### src/rtl/ofdm_pkg.sv
// Shared types for the OFDM/FFT datapath: scheduler FSM states and the
// four-component multiplier result record.
package ofdm_pkg;

  localparam int RES_W = 16;

  typedef enum logic [1:0] {
    IDLE  = 2'd0,
    RUN   = 2'd1,
    DRAIN = 2'd2,
    DONE  = 2'd3
  } state_e;

  typedef struct packed {
    logic [RES_W-1:0] minus_i;
    logic [RES_W-1:0] minus_q;
    logic [RES_W-1:0] plus_i;
    logic [RES_W-1:0] plus_q;
  } result_t;

endpackage

### src/rtl/sync_fifo_fwft.sv
// First-word-fall-through FIFO: the head entry is visible on dout whenever
// valid is high; push and pop in the same cycle are both honoured.
module sync_fifo_fwft #(
  parameter int WIDTH = 64,
  parameter int DEPTH = 8,
  localparam int AW = $clog2(DEPTH),
  localparam int CW = $clog2(DEPTH) + 1
) (
  input  logic             clk,
  input  logic             rst_n,
  input  logic             push,
  input  logic [WIDTH-1:0] din,
  input  logic             pop,
  output logic [WIDTH-1:0] dout,
  output logic             valid,
  output logic [CW-1:0]    count
);

  logic [DEPTH-1:0][WIDTH-1:0] mem_q, mem_d;
  logic [AW-1:0]               wr_ptr_q, wr_ptr_d;
  logic [AW-1:0]               rd_ptr_q, rd_ptr_d;
  logic [CW-1:0]               count_q, count_d;
  logic                        do_push, do_pop;

  assign do_pop  = pop && (count_q != '0);
  assign do_push = push && (count_q != CW'(DEPTH));

  always_comb begin
    mem_d    = mem_q;
    wr_ptr_d = wr_ptr_q;
    rd_ptr_d = rd_ptr_q;
    count_d  = count_q + CW'(do_push) - CW'(do_pop);
    if (do_push) begin
      mem_d[wr_ptr_q] = din;
      wr_ptr_d        = wr_ptr_q + AW'(1);
    end
    if (do_pop) rd_ptr_d = rd_ptr_q + AW'(1);
  end

  always_ff @(posedge clk or negedge rst_n) begin
    if (!rst_n) begin
      mem_q    <= '0;
      wr_ptr_q <= '0;
      rd_ptr_q <= '0;
      count_q  <= '0;
    end else begin
      mem_q    <= mem_d;
      wr_ptr_q <= wr_ptr_d;
      rd_ptr_q <= rd_ptr_d;
      count_q  <= count_d;
    end
  end

  assign dout  = mem_q[rd_ptr_q];
  assign valid = (count_q != '0);
  assign count = count_q;

  // Upstream credit accounting guarantees a free slot for every push.
  a_no_push_when_full: assert property (@(posedge clk) disable iff (!rst_n)
    !(push && (count_q == CW'(DEPTH))));

endmodule

### src/rtl/twiddle_scheduler.sv
// Issues one frame of samples to the twiddle multiplier with per-sample phase
// index, credit-limited so every in-flight result has a reserved FIFO slot.
module twiddle_scheduler
  import ofdm_pkg::*;
#(
  parameter int SIZE_DATA_FI  = 3,
  parameter int DATA_FFT_SIZE = 16,
  parameter int MULT_LATENCY  = 4,
  parameter int FIFO_DEPTH    = 8
) (
  input  logic                     clk,
  input  logic                     rst_n,
  input  logic                     start,
  input  logic [SIZE_DATA_FI-1:0]  stage_step,
  input  logic                     in_valid,
  output logic                     in_ready,
  input  logic [DATA_FFT_SIZE-1:0] in_data_i,
  input  logic [DATA_FFT_SIZE-1:0] in_data_q,
  output logic                     mult_en,
  output logic [DATA_FFT_SIZE-1:0] mult_data_i,
  output logic [DATA_FFT_SIZE-1:0] mult_data_q,
  output logic [SIZE_DATA_FI-1:0]  mult_fi,
  input  logic                     mult_valid,
  input  logic [DATA_FFT_SIZE-1:0] mult_minus_i,
  input  logic [DATA_FFT_SIZE-1:0] mult_minus_q,
  input  logic [DATA_FFT_SIZE-1:0] mult_plus_i,
  input  logic [DATA_FFT_SIZE-1:0] mult_plus_q,
  output logic                     out_valid,
  input  logic                     out_ready,
  output logic [DATA_FFT_SIZE-1:0] out_minus_i,
  output logic [DATA_FFT_SIZE-1:0] out_minus_q,
  output logic [DATA_FFT_SIZE-1:0] out_plus_i,
  output logic [DATA_FFT_SIZE-1:0] out_plus_q,
  output logic [SIZE_DATA_FI-1:0]  out_index,
  output logic                     out_last,
  output logic                     busy,
  output logic                     done,
  output logic                     err_unexpected
);

  localparam int N  = 1 << SIZE_DATA_FI;
  localparam int IW = SIZE_DATA_FI + 1;
  localparam int CW = $clog2(FIFO_DEPTH) + 1;
  localparam int SW = CW + 1;
  localparam int W  = DATA_FFT_SIZE;

  state_e                  state_q, state_d;
  logic [SIZE_DATA_FI-1:0] acc_q, acc_d;
  logic [SIZE_DATA_FI-1:0] step_q, step_d;
  logic [IW-1:0]           issued_q, issued_d;
  logic [CW-1:0]           inflight_q, inflight_d;
  logic [SIZE_DATA_FI-1:0] out_idx_q, out_idx_d;
  logic                    err_q, err_d;
  logic                    mult_en_q, mult_en_d;
  logic [W-1:0]            mdi_q, mdi_d, mdq_q, mdq_d;
  logic [SIZE_DATA_FI-1:0] mfi_q, mfi_d;

  logic                    accept, push, pop;
  logic [CW-1:0]           fifo_count, fifo_count_next;
  logic                    fifo_valid;
  logic [4*W-1:0]          fifo_head;
  logic [SW-1:0]           committed;

  // The issue register counts as in flight so credit is never overcommitted.
  assign committed = SW'(inflight_q) + SW'(mult_en_q) + SW'(fifo_count);
  assign in_ready  = (state_q == RUN) && (issued_q < IW'(N)) &&
                     (committed < SW'(FIFO_DEPTH));
  assign accept    = in_valid && in_ready;
  assign push      = mult_valid && (inflight_q != '0);
  assign pop       = fifo_valid && out_ready;
  assign fifo_count_next = fifo_count + CW'(push) - CW'(pop);

  always_comb begin
    state_d    = state_q;
    acc_d      = acc_q;
    step_d     = step_q;
    issued_d   = issued_q;
    out_idx_d  = out_idx_q;
    err_d      = err_q | (mult_valid && (inflight_q == '0));
    inflight_d = inflight_q + CW'(mult_en_q) - CW'(push);
    mult_en_d  = accept;
    mdi_d      = mdi_q;
    mdq_d      = mdq_q;
    mfi_d      = mfi_q;

    if (accept) begin
      mdi_d    = in_data_i;
      mdq_d    = in_data_q;
      mfi_d    = acc_q;
      acc_d    = acc_q + step_q;
      issued_d = issued_q + IW'(1);
    end
    if (pop) out_idx_d = out_idx_q + SIZE_DATA_FI'(1);

    unique case (state_q)
      IDLE: begin
        if (start) begin
          state_d   = RUN;
          acc_d     = '0;
          issued_d  = '0;
          out_idx_d = '0;
          step_d    = stage_step;
        end
      end
      RUN: begin
        if (issued_d == IW'(N)) state_d = DRAIN;
      end
      DRAIN: begin
        // Look at next-cycle occupancy so done follows the final pop directly.
        if ((inflight_d == '0) && (fifo_count_next == '0)) state_d = DONE;
      end
      DONE: state_d = IDLE;
      default: state_d = IDLE;
    endcase
  end

  always_ff @(posedge clk or negedge rst_n) begin
    if (!rst_n) begin
      state_q    <= IDLE;
      acc_q      <= '0;
      step_q     <= '0;
      issued_q   <= '0;
      inflight_q <= '0;
      out_idx_q  <= '0;
      err_q      <= 1'b0;
      mult_en_q  <= 1'b0;
      mdi_q      <= '0;
      mdq_q      <= '0;
      mfi_q      <= '0;
    end else begin
      state_q    <= state_d;
      acc_q      <= acc_d;
      step_q     <= step_d;
      issued_q   <= issued_d;
      inflight_q <= inflight_d;
      out_idx_q  <= out_idx_d;
      err_q      <= err_d;
      mult_en_q  <= mult_en_d;
      mdi_q      <= mdi_d;
      mdq_q      <= mdq_d;
      mfi_q      <= mfi_d;
    end
  end

  sync_fifo_fwft #(
    .WIDTH (4*W),
    .DEPTH (FIFO_DEPTH)
  ) u_fifo (
    .clk   (clk),
    .rst_n (rst_n),
    .push  (push),
    .din   ({mult_minus_i, mult_minus_q, mult_plus_i, mult_plus_q}),
    .pop   (pop),
    .dout  (fifo_head),
    .valid (fifo_valid),
    .count (fifo_count)
  );

  assign mult_en        = mult_en_q;
  assign mult_data_i    = mdi_q;
  assign mult_data_q    = mdq_q;
  assign mult_fi        = mfi_q;
  assign out_valid      = fifo_valid;
  assign out_minus_i    = fifo_head[4*W-1:3*W];
  assign out_minus_q    = fifo_head[3*W-1:2*W];
  assign out_plus_i     = fifo_head[2*W-1:W];
  assign out_plus_q     = fifo_head[W-1:0];
  assign out_index      = out_idx_q;
  assign out_last       = fifo_valid && (out_idx_q == SIZE_DATA_FI'(N-1));
  assign busy           = (state_q != IDLE);
  assign done           = (state_q == DONE);
  assign err_unexpected = err_q;

endmodule

### config.mk
export PLATFORM = sky130hd
export DESIGN_NAME = twiddle_scheduler
export DESIGN_NICKNAME = d
export VERILOG_FILES = /design/src/rtl/ofdm_pkg.sv /design/src/rtl/sync_fifo_fwft.sv /design/src/rtl/twiddle_scheduler.sv
export SDC_FILE = /design/constraint.sdc
export NUM_CORES = 1
export LEC_CHECK = 0
export CORE_MARGIN = 3
export CORE_UTILIZATION = 50
export DETAILED_ROUTE_END_ITERATION = 12
export HOLD_SLACK_MARGIN = 0.05
export PLACE_DENSITY = 0.73
export SYNTH_ARGS = -nofsm -noshare
export SYNTH_HDL_FRONTEND = slang
export SYNTH_SLANG_ARGS = --single-unit
export TNS_END_PERCENT = 100
### constraint.sdc
create_clock -name clk -period 5.03 [get_ports clk]
set_input_delay 1.006 -clock clk [delete_from_list [all_inputs] [get_ports clk]]
set_output_delay 1.006 -clock clk [all_outputs]
set_load 0.005 [all_outputs]
-- Word level (Yosys, flattened, before mapping)
Index checks and enable logic that the tools add are counted.
- eq/ne operators: 9
- bitwise gates (word level): 1
- add/subtract/negate cells: 13
- multiplexer cells: 18
- reductions and logical operators: 20
- order comparisons: 5
- operators by type and width (operator ; number):
    $bwmux 512 ; 1
    $bmux 64 s3 ; 1
    $demux 64 s3 ; 1
    $mux 64 ; 2
    $mux 3 ; 6
    $add 4x1->4 ; 3
    $logic_not 4->1 ; 3
    $mux 4 ; 3
    $sub 4x1->4 ; 3
    $logic_and 1x1->1 ; 11
    $add 3x1->3 const B ; 3
    $lt 3x4->1 const B ; 2
    $pmux 2 s4 ; 1
    $reduce_bool 4->1 ; 2
    $mux 2 ; 3
    $add 4x1->5 ; 1
    $add 5x4->5 ; 1
    $lt 5x4->1 const B ; 1
    $add 4x1->4 const B ; 1
    $eq 2x2->1 const B ; 2
    $eq 4x4->1 const B ; 1
    $lt 4x4->1 const B ; 1
    $ne 2x2->1 const B ; 2
    $ne 4x4->1 const B ; 1
    10 further kinds ; 10
- input bits: 105
- register bits after elaboration: 578
- output and inout port bits: 109
- logic and storage cells: 88

-- Depth between registers and ports, before layout
- word-level depth: 9
- mapped depth: 15
- gate-level depth less buffers: 15

-- Hierarchy
Synthesis repeated with hierarchy kept, for this count alone.
- cells, all modules: 1642
- area, all modules: 26584.2 um^2
- by module, submodules not included (module ; times used ; cells each ; area an instance (um^2) ; seq. area each (um^2)):
    sync_fifo_fwft ; 1 ; 1360 ; 23882.9 ; 13062.5
    twiddle_scheduler ; 1 ; 282 ; 2701.3 ; 1401.3

-- Least setup slack after synthesis
OpenSTA, ideal clock, no wires.
- path type: in2reg
- from: in out_ready
- to: reg state_q[1]
- cell stages on the path: 12
- arrival: 3.027 ns
- buffers on the path: 0
- library setup time: 0.125 ns
- required time: 4.905 ns
- setup slack: 1.879 ns
- path through: nand2_1 > inv_1 > ha_1 > inv_1 > ha_1 > inv_1 > fa_1 > xor2_1 > nand4_1 > o41ai_1 > o2111ai_1 > mux2_2
- word-level cells in the longest chain between the ends: 6
- RTL lines (element ; RTL line ; text):
    start: declaration ; twiddle_scheduler.sv:29 ; input logic out_ready,
    $logic_and 1x1->1 ; twiddle_scheduler.sv:70 ; assign pop = fifo_valid && out_ready;
    $sub 4x1->4 ; twiddle_scheduler.sv:71 ; assign fifo_count_next = fifo_count + CW'(push) - CW'(pop);
    $logic_not 4->1 ; twiddle_scheduler.sv:110 ; if ((inflight_d == '0) && (fifo_count_next == '0)) state_d = DONE;
    $logic_and 1x1->1 ; twiddle_scheduler.sv:110 ;
    $ne 2x2->1 (no source line) ; -- ;
    $reduce_and 3->1 (no source line) ; -- ;
    end signal: assignment ; twiddle_scheduler.sv:131 ; state_q <= state_d;
    end: declaration ; twiddle_scheduler.sv:47 ; state_e state_q, state_d;
No other way between the ends.
A chain may end at the register's enable or synchronous reset.

-- Final worst setup path
- from: reg u_fifo.rd_ptr_q[0]
- to: out out_plus_q[9]
- word-level cells in the longest chain between the ends: 2
- RTL lines (element ; RTL line ; text):
    start: declaration ; sync_fifo_fwft.sv:21 ; logic [AW-1:0] rd_ptr_q, rd_ptr_d;
    start signal: assignment ; sync_fifo_fwft.sv:49 ; rd_ptr_q <= rd_ptr_d;
    $bmux 64 s3 ; sync_fifo_fwft.sv:54 ; assign dout = mem_q[rd_ptr_q];
    $mux 64 (implied by the code) ; sync_fifo_fwft.sv:54 ;
    end: declaration ; twiddle_scheduler.sv:33 ; output logic [DATA_FFT_SIZE-1:0] out_plus_q,
No other way between the ends. The select of a mux whose other input is x is not followed.

==> impl_metrics.xml <==
<?xml version="1.0" encoding="UTF-8"?>
<metrics>
  <group name="global_route">
    <metric name="grt_antenna_before_repair" unit="">5</metric>
    <metric name="pin_count_of_the_biggest_net_entering_global_routing" unit="">119</metric>
    <metric name="grt_remaining_overflow" unit="">0</metric>
    <metric name="number_of_global_route_vias_before_repair" unit="">15980</metric>
    <metric name="grt_first_pass_wirelength" unit="µm">89540</metric>
    <metric name="grt_use_total" unit="%">20.28</metric>
  </group>
  <group name="sta">
    <metric name="final.setup.tns" unit="ns">0</metric>
    <metric name="finClkSkew" unit="ns">0.01808</metric>
    <metric name="grt_setup_unrepaired" unit="">false</metric>
    <metric name="fin_crit_sh" unit="%">81.88</metric>
    <metric name="slew_headroom" unit="%">23.65</metric>
    <metric name="maximum_frequency_from_static_timing_analysis" unit="GHz">0.2428</metric>
    <metric name="timing.final.crit_period" unit="ns">4.119</metric>
    <metric name="final.hold.worst_slack" unit="ns">0.4597</metric>
    <metric name="tightestPinTransition" unit="ns">1.144</metric>
    <metric name="worst_slack" unit="ns">0.9115</metric>
    <metric name="hold_viol" unit="">0</metric>
    <metric name="timing.final.max_slew_violations" unit="">0</metric>
    <metric name="setup_violating_endpoint_count_in_the_final_report" unit="">0</metric>
  </group>
  <group name="floorplanning">
    <metric name="die_area" unit="µm²">55230</metric>
    <metric name="top_level_ports" unit="">214</metric>
    <metric name="floorplan.die.width" unit="µm">235.0</metric>
    <metric name="initial_utilization" unit="%">50.80</metric>
    <metric name="fp.coreArea" unit="µm²">51610</metric>
    <metric name="core.rowCount" unit="">83</metric>
    <metric name="die_h" unit="µm">235.0</metric>
  </group>
  <group name="route">
    <metric name="detail_route.drc_violations" unit="">0</metric>
    <metric name="routedWlPerCell" unit="µm">21.55</metric>
    <metric name="route.detailed.vias_per_inst" unit="">5.597</metric>
    <metric name="finalWirelength" unit="µm">55540</metric>
    <metric name="antenna_left" unit="">0</metric>
    <metric name="drt_pass1_iterations" unit="">4</metric>
    <metric name="num_vias" unit="">14420</metric>
    <metric name="dr.first_iter.drc_count" unit="">721</metric>
  </group>
  <group name="synth">
    <metric name="synth-async-reset-ratio" unit="%">100.0</metric>
    <metric name="synth_edf_count" unit="">0</metric>
    <metric name="synth_area_per_cell" unit="µm²">16.01</metric>
    <metric name="postSynthRegisterBits" unit="">578</metric>
    <metric name="synth.top_cell.area_share" unit="%">55.16</metric>
    <metric name="yosys_warnings" unit="">0</metric>
    <metric name="ys_types" unit="">48</metric>
    <metric name="synthTopCellsByArea" unit="">sky130_fd_sc_hd__dfrtp_1 (55%), sky130_fd_sc_hd__mux2_2 (25%), sky130_fd_sc_hd__mux4_2 (11%)</metric>
    <metric name="ys.flop_type" unit="">sky130_fd_sc_hd__dfrtp_1</metric>
    <metric name="post-synth-top-area-cell" unit="">sky130_fd_sc_hd__dfrtp_1</metric>
    <metric name="synthesis.instances" unit="">1638</metric>
    <metric name="yosys-top-cells-count" unit="">sky130_fd_sc_hd__dfrtp_1 (578), sky130_fd_sc_hd__mux2_2 (578), sky130_fd_sc_hd__mux4_2 (128)</metric>
    <metric name="syn-cell-area" unit="µm²">26220</metric>
    <metric name="synth_nets" unit="">1776</metric>
    <metric name="synth-seq-area-share" unit="%">55.16</metric>
  </group>
  <group name="setup_path">
    <metric name="critical_path.reg2reg.endpoint" unit="">state_q[1]$_DFFE_PN0P_</metric>
    <metric name="critical_path.max_fanout" unit="">52</metric>
    <metric name="path_class" unit="">reg -&gt; out</metric>
    <metric name="crit_path_start_kind" unit="">flip-flop</metric>
    <metric name="r2r-start" unit="">u_fifo.count[1]$_DFF_PN0_</metric>
    <metric name="required_time_worst_endpoint" unit="ns">4.02</metric>
    <metric name="timing.reg2reg.worst_path_depth" unit="">14</metric>
    <metric name="reg2reg_setup_slack" unit="ns">1.64</metric>
    <metric name="timing.critical_path.to_type" unit="">output pin</metric>
    <metric name="timing.critical_path.arrival" unit="ns">3.11</metric>
  </group>
  <group name="power">
    <metric name="power.static_leakage" unit="nW">13.28</metric>
    <metric name="vdd.ir_drop.worst" unit="mV">0.3369</metric>
    <metric name="totalPowerFinal" unit="W">0.02234</metric>
    <metric name="power-per-cell-area" unit="nW/µm²">719.4</metric>
  </group>
  <group name="clock_tree">
    <metric name="cts_tree" unit="">built</metric>
    <metric name="ctsHtreeMaxLevel" unit="">2</metric>
    <metric name="later_pin_clock_latency_in_the_skew_report" unit="ns">0.60</metric>
    <metric name="max-clock-path-buffers" unit="">3</metric>
    <metric name="clk_pin_slew" unit="ns">0.06</metric>
    <metric name="cts_resized" unit="">0</metric>
    <metric name="post_cts.repair.setup_buffers" unit="">0</metric>
    <metric name="clock_buffer_count_from_cts" unit="">60</metric>
    <metric name="holdBufCountCts" unit="">0</metric>
    <metric name="ctsRootBufferMaster" unit="">sky130_fd_sc_hd__clkbuf_16</metric>
    <metric name="cts.sinks" unit="">578</metric>
  </group>
  <group name="placed_design">
    <metric name="dp_hpwl" unit="µm">32530</metric>
    <metric name="post-place-ws" unit="ns">1.202</metric>
    <metric name="globalplace.congestion" unit="">0.7461</metric>
    <metric name="placed_cells_incl_taps" unit="">2465</metric>
    <metric name="placement.io_buffers" unit="">213</metric>
  </group>
  <group name="hold_path">
    <metric name="hold_path_cells" unit="">1</metric>
    <metric name="worst_hold_startpoint" unit="">err_unexpected$_DFF_PN0_</metric>
    <metric name="min_to" unit="">err_unexpected$_DFF_PN0_</metric>
    <metric name="hp-class" unit="">reg -&gt; reg</metric>
  </group>
  <group name="finish">
    <metric name="share_of_layout_cells_above_drive_strength_1" unit="%">45.55</metric>
    <metric name="diode_count" unit="">0</metric>
    <metric name="design.final.nets" unit="">1985</metric>
    <metric name="synthToLayoutAreaGrowth" unit="%">18.45</metric>
    <metric name="finalNonFillerCells" unit="">2577</metric>
  </group>
  <group name="status">
    <metric name="run_status" unit="">finished clean</metric>
  </group>
  <group name="job">
    <metric name="max_cap_viol_count" unit="">0</metric>
  </group>
</metrics>
## cells by family (layout without fill, tap and decap cells)
| kind of cell | after synthesis | in the layout | synth area share, % |
|---|---|---|---|
| adder cells (fa/ha/maj) | 33 | 33 | 1.689 |
| flip-flops | 578 | 578 | 55.16 |
| AND/OR/NAND/NOR | 153 | 153 | 2.567 |
| XOR/XNOR | 14 | 14 | 0.4676 |
| multiplexers | 710 | 710 | 35.99 |
| AO/OA/AOI/OAI | 24 | 24 | 0.6394 |
| buffers and inverters | 126 | 385 | 3.488 |
## layout by cell type (no fill, tap or decap), drive strengths merged, types with 2 or more instances in the layout
cell           instances
nor3b                  3
clkdlybuf4s50        212
buf                   34
nand3b                 2
and3                   5
a21o                   4
fa                     4
nor2                  11
nor2b                  3
ha                    29
clkbuf                81
nor3                   2
clkinvlp               2
dfrtp                578
xnor2                  8
bufinv                12
mux4                 128
and2                   2
mux2                 582
nand2                122
clkinv                15
a21oi                 10
inv                   29
o21ai                  3
xor2                   6
## per-layer routing
metal  routed length [µm]  GRT usage [%]  share of wire, %
met1                24680          27.88                44
met2                27470          33.70                49
met3                 2662          4.589               4.8
met4                  655          3.784               1.2
met5                   67              0              0.12
## metrics by stage
stage	util, %	instance area [µm²]
finish	60.18	31060
CTS	60.18	31060
detailed placement	55.81	28800
global placement	55.81	28800
global route	60.18	31060
floorplan	-	26220
## worst max-delay path: stages, from the launching register on
cell	delay, ns
sky130_fd_sc_hd__dfrtp_4	0.69
sky130_fd_sc_hd__buf_12	0.44
sky130_fd_sc_hd__mux4_2	0.57
sky130_fd_sc_hd__mux2_2	0.28
sky130_fd_sc_hd__clkdlybuf4s50_1	0.49
## state kept, by name (all words and copies together), names as in the netlist
name             count
acc_q                3
err_unexpected       1
inflight_q           4
issued_q             4
mult_data_i         16
mult_data_q         16
mult_en              1
mult_fi              3
out_index            3
state_q              2
step_q               3
u_fifo.count         4
u_fifo.mem_q       512
u_fifo.rd_ptr_q      3
u_fifo.wr_ptr_q      3
## report_power, final
part	switching (W)	total, W	internal (W)
Clock	0.00182	0.00490	0.00308
Combinational	0.00326	0.00910	0.00584
Sequential	0.00135	0.00834	0.00699
## layout make-up
class,instances,area (µm²)
Clock buffer,81,1773
Clock inverter,31,483.0
Fill cell,3841,20550
Inverter,27,101.3
Multi-Input combinational cell,934,10870
Sequential cell,578,14480
Tap cell,680,850.8
Timing Repair Buffer,246,2510
## worst max-delay path by stage
stage / startpoint / end / slack, ns
after CTS: u_fifo.rd_ptr_q[0]$_DFFE_PN0P_ / out_plus_q[4] / 0.79
after floorplan: out_ready / state_q[1]$_DFFE_PN0P_ / 1.88
after detailed placement: out_ready / state_q[1]$_DFFE_PN0P_ / 1.20
after global placement: out_ready / state_q[1]$_DFFE_PN0P_ / 1.23
final: u_fifo.rd_ptr_q[0]$_DFFE_PN0P_ / out_plus_q[9] / 0.91
after global routing: u_fifo.rd_ptr_q[0]$_DFFE_PN0P_ / out_plus_q[9] / 0.71
(Power assumes the default switching activity.)
